[config.mk]
export PLATFORM = sky130hd
export DESIGN_NAME = psum_accumulator
export DESIGN_NICKNAME = d
export VERILOG_FILES = /design/src/rtl/psum_accumulator.sv
export SDC_FILE = /design/constraint.sdc
export NUM_CORES = 1
export LEC_CHECK = 0
export CORE_ASPECT_RATIO = 1.25
export CORE_MARGIN = 2
export CORE_UTILIZATION = 45
export CTS_BUF_LIST = sky130_fd_sc_hd__clkbuf_2
export CTS_CLUSTER_SIZE = 16
export DETAILED_ROUTE_END_ITERATION = 8
export PLACE_DENSITY_LB_ADDON = 0.05
export SLEW_MARGIN = 20
export SYNTH_ARGS = -nofsm -noshare
export SYNTH_HDL_FRONTEND = slang
export SYNTH_SLANG_ARGS = --single-unit
export TNS_END_PERCENT = 20
[constraint.sdc]
create_clock -name clk -period 7.53 [get_ports clk]
set_clock_uncertainty 0.1 [all_clocks]
set_input_delay 1.506 -clock clk [delete_from_list [all_inputs] [get_ports clk]]
set_output_delay 1.506 -clock clk [all_outputs]
set_load 0.005 [all_outputs]
[src/rtl/psum_accumulator.sv]
// Per-column partial-sum accumulator: sums row psums across K tiles with
// signed saturation, then drains the results over a valid/ready handshake.
module psum_accumulator #(
   parameter int PSUM_W = 40,
   parameter int DEPTH  = 16,
   parameter int ADDR_W = 4,
   parameter int TILE_W = 8
) (
   input  logic              clk,
   input  logic              rst,
   input  logic              start,
   input  logic [TILE_W-1:0] num_tiles,
   input  logic [ADDR_W:0]   num_rows,
   input  logic              psum_valid,
   input  logic [PSUM_W-1:0] psum_i,
   output logic              out_valid,
   input  logic              out_ready,
   output logic [PSUM_W-1:0] out_data,
   output logic              out_last,
   output logic              busy,
   output logic              done,
   output logic              overflow
);

   typedef enum logic [1:0] {
      S_IDLE,
      S_ACCUM,
      S_DRAIN
   } state_e;

   localparam logic [PSUM_W-1:0] SMAX = {1'b0, {(PSUM_W-1){1'b1}}};
   localparam logic [PSUM_W-1:0] SMIN = {1'b1, {(PSUM_W-1){1'b0}}};
   localparam logic [ADDR_W:0]   ROWS_MAX = (ADDR_W+1)'(DEPTH);
   localparam logic [ADDR_W:0]   ONE_R = (ADDR_W+1)'(1);
   localparam logic [TILE_W-1:0] ONE_T = TILE_W'(1);

   state_e state_q, state_d;

   logic [TILE_W-1:0] tiles_q, tiles_d;
   logic [ADDR_W:0]   rows_q, rows_d;
   logic [TILE_W-1:0] tile_cnt_q, tile_cnt_d;
   logic [ADDR_W-1:0] row_cnt_q, row_cnt_d;
   logic [ADDR_W-1:0] rd_ptr_q, rd_ptr_d;
   logic              out_valid_q, out_valid_d;
   logic [PSUM_W-1:0] out_data_q, out_data_d;
   logic              out_last_q, out_last_d;
   logic              done_q, done_d;
   logic              overflow_q, overflow_d;

   logic [PSUM_W-1:0] mem_q [DEPTH];

   logic              wr_en;
   logic [PSUM_W-1:0] wr_data;
   logic [PSUM_W-1:0] rd_acc;
   logic [PSUM_W:0]   sum;
   logic              sat_hit;
   logic [PSUM_W-1:0] sat_val;
   logic [PSUM_W-1:0] acc_val;
   logic              row_last;
   logic              tile_last;
   logic [ADDR_W-1:0] nxt_ptr;
   logic [TILE_W-1:0] tiles_eff;
   logic [ADDR_W:0]   rows_eff;

   always_comb begin
      tiles_eff = (num_tiles == '0) ? ONE_T : num_tiles;
      rows_eff  = num_rows;
      if (num_rows == '0 || num_rows > ROWS_MAX) begin
         rows_eff = ROWS_MAX;
      end
   end

   // Sum in PSUM_W+1 bits; top two bits disagree exactly on overflow.
   always_comb begin
      rd_acc  = mem_q[row_cnt_q];
      sum     = {psum_i[PSUM_W-1], psum_i} + {rd_acc[PSUM_W-1], rd_acc};
      sat_hit = sum[PSUM_W] ^ sum[PSUM_W-1];
      sat_val = sum[PSUM_W-1:0];
      if (sat_hit) begin
         sat_val = sum[PSUM_W] ? SMIN : SMAX;
      end
      acc_val = (tile_cnt_q == '0) ? psum_i : sat_val;
   end

   always_comb begin
      row_last  = ({1'b0, row_cnt_q} == rows_q - ONE_R);
      tile_last = (tile_cnt_q == tiles_q - ONE_T);
      nxt_ptr   = rd_ptr_q + ADDR_W'(1);
   end

   always_comb begin
      state_d     = state_q;
      tiles_d     = tiles_q;
      rows_d      = rows_q;
      tile_cnt_d  = tile_cnt_q;
      row_cnt_d   = row_cnt_q;
      rd_ptr_d    = rd_ptr_q;
      out_valid_d = out_valid_q;
      out_data_d  = out_data_q;
      out_last_d  = out_last_q;
      done_d      = 1'b0;
      overflow_d  = overflow_q;
      wr_en       = 1'b0;
      wr_data     = acc_val;

      unique case (state_q)
         S_IDLE: begin
            if (start) begin
               tiles_d    = tiles_eff;
               rows_d     = rows_eff;
               overflow_d = 1'b0;
               tile_cnt_d = '0;
               row_cnt_d  = '0;
               state_d    = S_ACCUM;
            end
         end

         S_ACCUM: begin
            if (psum_valid) begin
               wr_en = 1'b1;
               if (tile_cnt_q != '0 && sat_hit) begin
                  overflow_d = 1'b1;
               end
               if (row_last) begin
                  row_cnt_d  = '0;
                  tile_cnt_d = tile_cnt_q + ONE_T;
                  if (tile_last) begin
                     // Row 0 may be the one being written right now.
                     state_d     = S_DRAIN;
                     tile_cnt_d  = '0;
                     rd_ptr_d    = '0;
                     out_valid_d = 1'b1;
                     out_last_d  = (rows_q == ONE_R);
                     out_data_d  = (row_cnt_q == '0) ? acc_val : mem_q[0];
                  end
               end else begin
                  row_cnt_d = row_cnt_q + ADDR_W'(1);
               end
            end
         end

         S_DRAIN: begin
            if (out_ready) begin
               if (out_last_q) begin
                  state_d     = S_IDLE;
                  out_valid_d = 1'b0;
                  out_last_d  = 1'b0;
                  done_d      = 1'b1;
                  rd_ptr_d    = '0;
               end else begin
                  rd_ptr_d   = nxt_ptr;
                  out_data_d = mem_q[nxt_ptr];
                  out_last_d = ({1'b0, nxt_ptr} == rows_q - ONE_R);
               end
            end
         end

         default: begin
            state_d = S_IDLE;
         end
      endcase
   end

   always_ff @(posedge clk) begin
      if (!rst) begin
         state_q     <= S_IDLE;
         tiles_q     <= '0;
         rows_q      <= '0;
         tile_cnt_q  <= '0;
         row_cnt_q   <= '0;
         rd_ptr_q    <= '0;
         out_valid_q <= 1'b0;
         out_data_q  <= '0;
         out_last_q  <= 1'b0;
         done_q      <= 1'b0;
         overflow_q  <= 1'b0;
      end else begin
         state_q     <= state_d;
         tiles_q     <= tiles_d;
         rows_q      <= rows_d;
         tile_cnt_q  <= tile_cnt_d;
         row_cnt_q   <= row_cnt_d;
         rd_ptr_q    <= rd_ptr_d;
         out_valid_q <= out_valid_d;
         out_data_q  <= out_data_d;
         out_last_q  <= out_last_d;
         done_q      <= done_d;
         overflow_q  <= overflow_d;
      end
   end

   // Buffer holds no reset value; tile 0 always overwrites it.
   always_ff @(posedge clk) begin
      if (wr_en) begin
         mem_q[row_cnt_q] <= wr_data;
      end
   end

   assign out_valid = out_valid_q;
   assign out_data  = out_data_q;
   assign out_last  = out_last_q;
   assign busy      = (state_q != S_IDLE);
   assign done      = done_q;
   assign overflow  = overflow_q;

endmodule

# Word level (Yosys, flattened, before mapping)
# Memories as Yosys holds them, arrays and structs flattened. A register that Yosys moved wholly into a read port is not among the register bits.
# Cells that the tools add are included.
[word_totals] ramBits=640 in_bits=58 wordCells=111 reg_bits=75 n_memories=1
[classes] addsub=6 n_reduce_logical=20 order_cmp=1 bitwise=1 n_mux=57 n_eq_ne=14
[memory_table] memory="mem_q" depth=16 word_bits=40 read_ports=3 rd_clocked_by_memory_dff=1 write_ports=1 line_no="50" text="logic [PSUM_W-1:0] mem_q [DEPTH];"
[ops] cell="$mux 40" count=9
[ops] cell="$pmux 40 s2" count=1
[ops] cell="$add 40x40->41" count=1
[ops] cell="$mux 4" count=10
[ops] cell="$mux 8" count=5
[ops] cell="$mux 1" count=18
[ops] cell="$reduce_and 6->1" count=3
[ops] cell="$logic_not 8->1" count=2
[ops] cell="$ne 2x2->1 const B" count=8
[ops] cell="$pmux 4 s2" count=2
[ops] cell="$pmux 8 s2" count=1
[ops] cell="$mux 2" count=6
[ops] cell="$eq 4x5->1" count=2
[ops] cell="$add 4x1->4 const B" count=2
[ops] cell="$add 8x1->8 const B" count=1
[ops] cell="$eq 8x8->1" count=1
[ops] cell="$reduce_and 4->1" count=2
[ops] cell="$reduce_bool 8->1" count=1
[ops] cell="$sub 8x1->8 const B" count=1
[ops] cell="$pmux 1 s2" count=3
[ops] cell="$pmux 2 s3" count=1
[ops] cell="$reduce_and 3->1" count=2
[ops] cell="$reduce_bool 2->1" count=3
[ops] cell="$eq 5x1->1 const B" count=1
[ops] cell="13 further kinds" count=13

# Depth between registers and ports, before layout
[logic_depth] ltp_word=9 mapped_depth=20 depth_no_buf=15

# Worst setup path before layout
# Ideal clock, no wire load.
[synth_path] path_type="register to register" from="reg (tool-made name)" to="mem mem_q[0][29], data pin" path_buffers=5 setup_time_ps=330 setup_slack_ps=1974 t_arrival_ps=5126 period_less_slack_ps=5556 stages_incl_launch_ff=18 path_cell_list="dfxtp_1 -> clkbuf_1 -> clkbuf_1 -> buf_1 -> mux4_2 -> mux4_2 -> ha_1 -> a21oi_1 -> and2_1 -> a2111oi_2 -> nor3_2 -> o21bai_1 -> a41o_1 -> or2_1 -> buf_6 -> buf_2 -> nand2_1 -> o21ai_0"
[synth_rtl] item="to (decl)" line_no="50"

==> impl_metrics.sql <==
INSERT INTO impl_metrics (metric_group, metric, value, unit) VALUES
('placed_design', 'place_congestion', '0.909', ''),
('floorplan', 'io-pin-count', '103', ''),
('synth', 'async_flop_share', '0', ''),
('sta', 'worst_hold_slack', '0.393', 'ns'),
('power', 'cellLeakagePower', '0.0130', 'µW'),
('drt', 'ant_nets', '0', ''),
('setup_path', 'crit_required', '8.46', 'ns'),
('min_path', 'hold_path_class', 'reg2reg', ''),
('drt', 'drc', '0', ''),
('sta', 'slew_viol_final', '0', ''),
('cells_and_area', 'filler_cell_count', '6722', ''),
('drt', 'detailedRoute.firstPassIterationCount', '9', ''),
('clock_network', 'clk_path_buf_depth', '3', ''),
('clock_network', 'post_cts_gate_resize_count', '0', ''),
('clock_network', 'worst_skew_pair_later_pin_latency', '1.46', 'ns'),
('sta', 'max_freq', '0.157', 'GHz'),
('clock_network', 'cts_tree', 'done', ''),
('clock_network', 'htree_num_levels', '4', ''),
('sta', 'setup_tns', '0', 'ns'),
('synth', 'synth.area.top_cells', 'sky130_fd_sc_hd__edfxtp_1, sky130_fd_sc_hd__mux4_2, sky130_fd_sc_hd__dfxtp_1', ''),
('synth', 'ys_seq_elements', '719', ''),
('floorplan', 'design.die.area', '0.0832', 'mm²'),
('synth', 'synth.top_cell.area_share', '0.528', ''),
('global_route', 'grt_use_total', '0.287', ''),
('placed_design', 'portBuffers', '102', ''),
('drt', 'drt_wl_total', '118', 'mm'),
('setup_path', 'setup_crit_start_kind', 'register', ''),
('clock_network', 'numCtsBuffers', '178', ''),
('floorplan', 'dieWidth', '258', 'µm'),
('clock_network', 'cts_hold_buf', '0', ''),
('synth', 'synth_top_area_cell', 'sky130_fd_sc_hd__edfxtp_1', ''),
('cells_and_area', 'final_net_count', '2551', ''),
('clock_network', 'postCtsSetupRepairBufs', '0', ''),
('drt', 'via_per_inst', '6.49', ''),
('global_route', 'antenna_found_initial', '1', ''),
('synth', 'yosysWarnings', '0', ''),
('synth', 'syn-instance-count', '2242', ''),
('synth', 'syn_nets', '2352', ''),
('global_route', 'grt_remaining_overflow', '0', ''),
('setup_path', 'max_fanout_on_critical_path', '42', ''),
('sta', 'layout_worst_path_cycle_share', '0.849', ''),
('cells_and_area', 'area_growth_syn_to_layout', '12.3', '%'),
('setup_path', 'cp-end-kind', 'register', ''),
('clock_network', 'clock_sink_count', '719', ''),
('setup_path', 'timing.critical_path.arrival', '7.32', 'ns'),
('synth', 'synth.lib_cells_used.distinct', '83', ''),
('min_path', 'min_from', 'overflow$_SDFFE_PN0P_', ''),
('drt', 'dr_total_vias', '23697', ''),
('status', 'run_status', 'finished clean', ''),
('floorplan', 'num_rows', '116', ''),
('power', 'power.density_cell_area', '205', 'mW/mm²'),
('global_route', 'grt_pass1_vias', '24254', ''),
('clock_network', 'cts.reportedPaths.clkPinSlew', '0.11', 'ns'),
('flow_run', 'maxCapViolations', '0', ''),
('sta', 'final_hold_viol_count', '0', ''),
('sta', 'max_slew_margin', '0.243', ''),
('global_route', 'global_route_wire_length_before_repair', '170', 'mm'),
('sta', 'timing.final.setup_violations', '0', ''),
('synth', 'seq_area_frac_synth', '0.571', ''),
('sta', 'max_slew.worst_pin.slew', '1.13', 'ns'),
('setup_path', 'worstSetupPathType', 'reg2reg', ''),
('clock_network', 'clock-root-buffer', 'sky130_fd_sc_hd__clkbuf_2', ''),
('synth', 'post_synth_edffs', '640', ''),
('placed_design', 'dp_hpwl', '70.4', 'mm'),
('synth', 'ys.flop_type', 'sky130_fd_sc_hd__edfxtp_1', ''),
('drt', 'drt_first_iter_violations', '2636', ''),
('synth', 'synthesis.area', '0.0364', 'mm²'),
('global_route', 'grt_start_max_net_pins', '144', ''),
('floorplan', 'die_h', '322', 'µm'),
('cells_and_area', 'drive_gt1_frac', '0.319', ''),
('power', 'max-vdd-ir-drop', '0.128', 'mV'),
('floorplan', 'starting_density_of_the_core', '0.455', ''),
('synth', 'syn_avg_cell_area', '16.2', 'µm²'),
('floorplan', 'coreArea', '0.0801', 'mm²'),
('drt', 'drt-wirelength-per-cell', '32.2', 'µm'),
('sta', 'grt_setup_unrepaired', 'false', ''),
('sta', 'period_minus_slack', '6.39', 'ns');
[through the flow]
stage               power (µW)   util  std cells  worst slack (ns)  area [µm²]
floorplan                 5260      -       2242              1.97       36400
global placement          5630  0.487       3320             0.838       39000
detailed placement        5650  0.487       3321             0.730       39000
CTS                       8450  0.509       3651              1.15       40800
global route              8730  0.510       3654             0.758       40900
finish                    8390  0.510       3654              1.14       40900
[cell usage in the layout (no fill, tap or decap), types with 8 or more instances in the layout]
master,synthesis,layout
sky130_fd_sc_hd__edfxtp_1,640,640
sky130_fd_sc_hd__mux4_2,400,400
sky130_fd_sc_hd__clkbuf_2,0,256
sky130_fd_sc_hd__nand2_1,153,150
sky130_fd_sc_hd__a21oi_1,149,141
sky130_fd_sc_hd__nor2_1,125,112
sky130_fd_sc_hd__clkdlybuf4s50_1,0,102
sky130_fd_sc_hd__dfxtp_1,79,74
sky130_fd_sc_hd__o21ai_0,73,73
sky130_fd_sc_hd__buf_4,1,61
sky130_fd_sc_hd__clkinv_1,0,53
sky130_fd_sc_hd__ha_1,51,50
sky130_fd_sc_hd__xnor2_1,35,34
sky130_fd_sc_hd__nand3_1,32,32
sky130_fd_sc_hd__xor2_1,28,27
sky130_fd_sc_hd__a21o_1,25,25
sky130_fd_sc_hd__inv_1,24,23
sky130_fd_sc_hd__nand4_1,18,18
sky130_fd_sc_hd__nor3_1,21,17
sky130_fd_sc_hd__o211ai_1,15,15
sky130_fd_sc_hd__and3_1,15,15
sky130_fd_sc_hd__mux2i_1,13,13
sky130_fd_sc_hd__o21a_1,12,12
sky130_fd_sc_hd__nor2_4,0,12
sky130_fd_sc_hd__buf_12,0,12
sky130_fd_sc_hd__nand2b_1,12,11
sky130_fd_sc_hd__a311oi_1,10,10
sky130_fd_sc_hd__a21oi_2,1,9
sky130_fd_sc_hd__nor4_1,8,8
sky130_fd_sc_hd__and2_1,8,8
sky130_fd_sc_hd__nor3_2,4,8
sky130_fd_sc_hd__o21bai_1,8,8
sky130_fd_sc_hd__a311o_1,8,8
[worst max-delay path: stages (launching register included)]
cell and delay (ns):
sky130_fd_sc_hd__dfxtp_4 0.52, sky130_fd_sc_hd__buf_12 0.36, sky130_fd_sc_hd__buf_12 0.27, sky130_fd_sc_hd__mux4_2 0.54, sky130_fd_sc_hd__mux4_2 0.57, sky130_fd_sc_hd__ha_1 0.47, sky130_fd_sc_hd__nand4_1 0.18, sky130_fd_sc_hd__a2111oi_2 0.30
sky130_fd_sc_hd__nor3_2 0.15, sky130_fd_sc_hd__o21bai_1 0.28, sky130_fd_sc_hd__a41o_1 0.62, sky130_fd_sc_hd__nand2_1 0.11, sky130_fd_sc_hd__buf_4 0.20, sky130_fd_sc_hd__nand2_1 0.41, sky130_fd_sc_hd__a21oi_1 0.14, sky130_fd_sc_hd__nor2_1 0.74
[where the power goes]
group          switching (µW)  total [µW]  internal, µW
sequential               26.8        4430          4410
clock                    1650        2820          1170
combinational             707        1140           431
total                    2380        8390          6010
[cell families (layout without fill, tap and decap cells)]
| logic type | Yosys count | count (layout) | synth area share |
|---|---|---|---|
| AO/OA/AOI/OAI | 381 | 381 | 0.0691 |
| XOR/XNOR | 63 | 63 | 0.0152 |
| adder cells (fa/ha/maj) | 56 | 56 | 0.0192 |
| buffers and inverters | 183 | 532 | 0.0206 |
| flip-flops | 719 | 719 | 0.571 |
| multiplexers | 413 | 413 | 0.251 |
| other | 0 | 1 | 0 |
| AND/OR/NAND/NOR | 427 | 427 | 0.0539 |
[area by class of cell]
type | instances | area (µm²) | area share
antenna | 1 | 2.50 | 0.0000612
clock buffer | 256 | 1280 | 0.0313
clock inverter | 74 | 495 | 0.0121
inverter | 24 | 90.1 | 0.00220
multi-input combinational | 1340 | 15100 | 0.369
sequential | 719 | 20800 | 0.509
tap | 1062 | 1330 | 0.0325
timing repair buffer | 178 | 1800 | 0.0441
[synth_stat cells, types with 5 or more instances]
cell type	instances
sky130_fd_sc_hd__inv_1	24
sky130_fd_sc_hd__xor2_1	28
sky130_fd_sc_hd__a311oi_1	10
sky130_fd_sc_hd__o31ai_1	5
sky130_fd_sc_hd__nand4_1	18
sky130_fd_sc_hd__mux2i_1	13
sky130_fd_sc_hd__a311o_1	8
sky130_fd_sc_hd__o21ai_0	73
sky130_fd_sc_hd__nand2b_1	12
sky130_fd_sc_hd__a21oi_1	149
sky130_fd_sc_hd__o211ai_1	15
sky130_fd_sc_hd__buf_6	5
sky130_fd_sc_hd__a21o_1	25
sky130_fd_sc_hd__nor2_1	125
sky130_fd_sc_hd__nand3b_1	5
sky130_fd_sc_hd__dfxtp_1	79
sky130_fd_sc_hd__nand2_1	153
sky130_fd_sc_hd__buf_1	42
sky130_fd_sc_hd__nand3_1	32
sky130_fd_sc_hd__o21a_1	12
sky130_fd_sc_hd__clkbuf_1	92
sky130_fd_sc_hd__edfxtp_1	640
sky130_fd_sc_hd__o21bai_1	8
sky130_fd_sc_hd__buf_2	19
sky130_fd_sc_hd__o41ai_2	7
sky130_fd_sc_hd__mux4_2	400
sky130_fd_sc_hd__nor3_1	21
sky130_fd_sc_hd__ha_1	51
sky130_fd_sc_hd__and3_1	15
sky130_fd_sc_hd__o21ai_1	6
sky130_fd_sc_hd__nor4_1	8
sky130_fd_sc_hd__a211oi_1	7
sky130_fd_sc_hd__and2_1	8
sky130_fd_sc_hd__xnor2_1	35
[path summary, 6_finish.rpt]
check                                              end  slack, ns  cells after the start
worst max-delay path            mem_q[7][37]$_DFFE_PP_       1.14                     15
worst min-delay path             overflow$_SDFFE_PN0P_       0.39                      2
worst max register to register  mem_q[7][37]$_DFFE_PP_       1.14                     15
worst min register to register   overflow$_SDFFE_PN0P_       0.39                      2
[flip-flops by register name, summed over array words and instances, names as in the netlist, 2 cells and up, named ones only]
signal	count
mem_q	640
out_data	40
rd_ptr_q	4
row_cnt_q	4
rows_q	5
state_q	2
tile_cnt_q	8
tiles_q	8
[layer usage]
layer,share of wire,global-route usage,vias up
met2,0.49,0.465,1206
met3,0.074,0.0508,207
met4,0.031,0.104,0
li1,-,-,9776
met1,0.40,0.392,12508
met5,0,0,-
Note: power is estimated with default switching activity, not from simulation.
